[src/rtl/four_bit_dff_down_counter_pkg.sv]
// Shared definitions for the borrow-chain down counter: default width,
// count vector type and the value every stage takes on clear.
package four_bit_dff_down_counter_pkg;

  localparam int WIDTH_DEFAULT = 4;

  typedef logic [WIDTH_DEFAULT-1:0] count_t;

  localparam count_t CLEAR_VALUE = {WIDTH_DEFAULT{1'b0}};

endpackage : four_bit_dff_down_counter_pkg

[src/rtl/four_bit_dff_down_counter_if.sv]
// Count bus between the counter (master, drives the value) and its
// consumers (slave, observes the value).
interface four_bit_dff_down_counter_if
  import four_bit_dff_down_counter_pkg::*;
#(
  parameter int WIDTH = WIDTH_DEFAULT
);

  logic [WIDTH-1:0] count;

  modport master (output count);
  modport slave  (input  count);

endinterface : four_bit_dff_down_counter_if

[src/rtl/four_bit_dff_down_counter_down_count_stage.sv]
// One D-flop toggle cell of the down counter. The cell toggles when a borrow
// arrives from below and passes a borrow upward only while it is itself 0,
// so the stage above toggles exactly when every lower stage is 0.
module down_count_stage
  import four_bit_dff_down_counter_pkg::*;
(
  input  logic Clk,
  input  logic ClrN,
  input  logic borrow_in,
  output logic q,
  output logic borrow_out
);

  logic q_r;

  // Stage flop: clear wins, otherwise toggle on an incoming borrow.
  always_ff @(posedge Clk) begin
    if (!ClrN) begin
      q_r <= CLEAR_VALUE[0];
    end else begin
      q_r <= q_r ^ borrow_in;
    end
  end

  assign q          = q_r;
  assign borrow_out = borrow_in & ~q_r;

endmodule : down_count_stage

[src/rtl/four_bit_dff_down_counter.sv]
// Free-running WIDTH-bit binary down counter. Every stage is clocked by Clk;
// the borrow chain decides which stages toggle, so all bits change on the
// same edge. The count leaves directly from the stage flops.
module four_bit_dff_down_counter
  import four_bit_dff_down_counter_pkg::*;
#(
  parameter int WIDTH = WIDTH_DEFAULT
)(
  input  logic                               Clk,
  input  logic                               ClrN,
  four_bit_dff_down_counter_if.master        bus
);

  logic [WIDTH:0]   borrow_s;
  logic [WIDTH-1:0] count_s;
  logic             borrow_unused_s;

  // The lowest stage always receives a borrow: it toggles every edge.
  assign borrow_s[0] = 1'b1;

  genvar i;
  generate
    for (i = 0; i < WIDTH; i++) begin : g_stage
      down_count_stage u_stage (
        .Clk        (Clk),
        .ClrN       (ClrN),
        .borrow_in  (borrow_s[i]),
        .q          (count_s[i]),
        .borrow_out (borrow_s[i+1])
      );
    end
  endgenerate

  // The borrow out of the top stage marks wrap-around; no flag is exported.
  assign borrow_unused_s = borrow_s[WIDTH];

  assign bus.count = count_s;

endmodule : four_bit_dff_down_counter

[src/flat_wrapper.sv]
// flat-port wrapper written by rule: the top's interface ports become plain ports
module four_bit_dff_down_counter_flat import four_bit_dff_down_counter_pkg::*;
#(
  parameter int WIDTH = WIDTH_DEFAULT
)
  (Clk, ClrN, bus_count);
  four_bit_dff_down_counter_if #(.WIDTH(WIDTH)) bus_i ();
  input  logic Clk;
  input  logic ClrN;
  output wire logic [$bits(bus_i.count)-1:0] bus_count;
  assign bus_count = bus_i.count;
  four_bit_dff_down_counter #(.WIDTH(WIDTH)) u_core (.Clk(Clk), .ClrN(ClrN), .bus(bus_i));
endmodule
[config.mk]
export PLATFORM = sky130hd
export DESIGN_NAME = four_bit_dff_down_counter_flat
export DESIGN_NICKNAME = d
export VERILOG_FILES = /design/src/rtl/four_bit_dff_down_counter_pkg.sv /design/src/rtl/four_bit_dff_down_counter_if.sv /design/src/rtl/four_bit_dff_down_counter_down_count_stage.sv /design/src/rtl/four_bit_dff_down_counter.sv /design/src/flat_wrapper.sv
export SDC_FILE = /design/constraint.sdc
export NUM_CORES = 1
export LEC_CHECK = 0
export ABC_AREA = 0
export BUFFER_PORTS_ARGS = -buffer_cell sky130_fd_sc_hd__buf_2
export CORE_AREA = 2 2 39 41
export CTS_CLUSTER_SIZE = 30
export DETAILED_ROUTE_END_ITERATION = 12
export DIE_AREA = 0 0 41 43
export PLACE_DENSITY = 0.39
export SETUP_SLACK_MARGIN = 0.1
export SYNTH_ARGS = -nofsm -noshare
export SYNTH_HDL_FRONTEND = slang
export SYNTH_SLANG_ARGS = --single-unit
[constraint.sdc]
create_clock -name Clk -period 1.4 [get_ports Clk]
set_input_delay 0.21 -clock Clk [delete_from_list [all_inputs] [get_ports Clk]]
set_output_delay 0.21 -clock Clk [all_outputs]
set_load 0.01 [all_outputs]
==> results by group <==
Worst setup path
  • Setup Crit Path Kind: register to register
  • Crit start category: register
  • Critical path cell sequence: inv_1 > ha_1 > ha_1 > xor2_1 > and2_1
  • Worst reg-to-reg setup slack: 0.26 ns
  • CP max stage cell: dfxtp_1
  • Crit-path max FO: 3
  • Critical Path Most Common Cell: ha_1
  • Req. time, crit path: 1.52 ns
  • Data arrival, critical path: 1.27 ns
  • Worst path bufs/invs: 1
  • Crit-path max cell delay: 0.33 ns
  • CP Capture Type: register
  • Top delay family on crit path: adder cells

Finish
  • Commonest non-fill, non-tap cell in the layout: buf_2
  • Layout area overhead: 20.8%
  • Share of post-route cells with drive strength above 1: 36.4%
  • Fill cells: 161
  • Most frequent cells in the layout: 5 x buf_2, 4 x dfxtp_1, 3 x inv_1, 3 x nor2b_1, 3 x clkbuf_4
  • Layout Cell Area excl Fill: 218 µm²
  • Flip-flop count of the largest register after layout: 4
  • Final core occ: 15.7%
  • # nets final: 28
  • Number of inserted diodes: 0

Clock network
  • Setup Buffers After CTS: 0
  • H-tree levels: 1
  • Clock transition at path regs: 0.03 ns
  • Hold Buf Count CTS: 0
  • Post-cts sizing count: 0
  • Number of clock sinks: 4
  • Inserted Clock Buffers: 3
  • Maximum clock insertion buffer count: 2
  • TritonCTS clock tree: done
  • Worst skew pair latency: 0.23 ns
  • CTS root buffer: clkbuf_4

GRT
  • Number of global-route vias before repair: 111
  • First-pass GRT wire length: 400 µm
  • Total GRT Usage: 4.42%
  • Antenna violations before repair: 0
  • GRT overflow: 0
  • Largest net degree at the start of global routing: 5

Drt
  • Total Wirelength: 203 µm
  • Detailed-route via count: 114
  • Post-route ant nets: 0
  • Drt first pass iters: 2
  • Remaining DRCs: 0
  • Detailed Route Iter0 Violations: 5
  • Vias per inst: 3.00
  • Post-DR wirelength/cell: 5.34 µm

Logic synthesis
  • Post-Syn Nets: 22
  • Post-Synth Simple-Gate Area: 13.9%
  • XOR/XNOR Fraction of Synth Area: 4.86%
  • Seq/Total Area, Yosys: 44.4%
  • Distinct cell type count after synthesis: 7
  • Mean Syn Cell Area: 10.0 µm²
  • Post-synthesis mux area share: 0%
  • FF+latch count, synth: 4
  • Synthesized area: 180 µm²
  • Main combinational cell family by area after synthesis: buffers and inverters
  • Ys Warns: 0
  • Compound-cell area share of the yosys netlist: 0%
  • Post-synthesis adder-cell area fraction: 13.9%
  • Post-synthesis cell count: 18

Floorplan
  • Row cnt: 14
  • Die width: 41 µm
  • # IOs: 6
  • Die area: 0.00176 mm²
  • Die height: 43 µm
  • Placeable Area: 0.00138 mm²
  • Initial Util: 13.0%

Power and ir drop
  • Pwr dens: 1560 mW/mm²
  • Leak: 0.109 nW
  • Worst vdd ir: 0.307 mV

Timing
  • Headroom to the max-slew limit: 93.1%
  • RSZ-0062 raised after global routing: no
  • Final Max Slew Viols: 0
  • Final setup fails: 0
  • Endpoints failing hold: 0
  • Final period utilization: 81.6%
  • Final worst slack: 0.257 ns
  • Max frequency: 875 MHz
  • Setup Skew: 0.00222 ns
  • Least-Margin Pin Slew: 0.103 ns
  • Fin Setup TNS: 0 ns
  • Min Tclk post-route: 1.14 ns

Place
  • Placed inst area: 195 µm²
  • Pre-CTS WS: 0.250 ns
  • Gp weighted congestion: 0.578
  • PortBufs: 5

Hold path
  • Worst hold path type: primary input to register

Run status
  • Status: complete, no violations

Flow run
  • Max-Cap Viols: 0
report_power, final:
group          internal [mW]  total (mW)  leakage (nW)  switching, mW
logic                 0.0314      0.0613        0.0619         0.0298
registers              0.133       0.142        0.0334        0.00893
clock network         0.0954       0.137        0.0138         0.0415
synthesized netlist by cell type:
master	instances	share of area (%)
and2_1	1	3.5
buf_4	4	17
ha_1	2	14
xor2_1	1	4.9
nor2b_1	3	10
inv_1	3	6.2
dfxtp_1	4	44
per-stage QoR:
stage / instances / power, mW / hold WS, ns
floorplan: 18 / 0.206 / 0.332
global placement: 35 / 0.205 / 0.423
detailed placement: 35 / 0.207 / 0.430
CTS: 38 / 0.352 / 0.210
global route: 38 / 0.373 / 0.230
finish: 38 / 0.340 / 0.214
worst paths after layout:
path / from / to / cells past startpoint
setup / recovery: u_core.g_stage[0].u_stage.q$_SDFF_PN0_ / u_core.g_stage[3].u_stage.q$_SDFF_PN0_ / 5
hold reg to reg: u_core.g_stage[0].u_stage.q$_SDFF_PN0_ / u_core.g_stage[0].u_stage.q$_SDFF_PN0_ / 1
hold / removal: ClrN / u_core.g_stage[3].u_stage.q$_SDFF_PN0_ / 2
setup reg to reg: u_core.g_stage[0].u_stage.q$_SDFF_PN0_ / u_core.g_stage[3].u_stage.q$_SDFF_PN0_ / 5
logic make-up after synthesis:
logic type | after synthesis
simple gates | 4
xor+xnor | 1
flops | 4
fa+ha+maj | 2
buf+inv | 7
routing by layer:
metal / share of wire, % / global-route usage, %
met5: 0 / 0
met4: 0 / 4.00
met3: 23 / 7.85
met2: 34 / 4.06
met1: 42 / 3.22
final cells by class:
class | count | area, µm² | area share (%)
clock buffers | 3 | 22.5 | 10.3
inverters | 3 | 11.3 | 5.17
multi-input cells | 7 | 58.8 | 27.0
flip-flops and latches | 4 | 80.1 | 36.8
well taps | 16 | 20.0 | 9.20
repair buffers | 5 | 25.0 | 11.5
worst reg2reg max path, delay by kind of cell (launching register included):
kind / cells / cell delay [ns]
XOR/XNOR: 1 / 0.15
AND/OR/NAND/NOR: 1 / 0.14
buffers and inverters: 1 / 0.05
adder cells (fa/ha/maj): 2 / 0.37
flip-flops: 1 / 0.33
No activity file was read; power rests on OpenSTA's default activity.
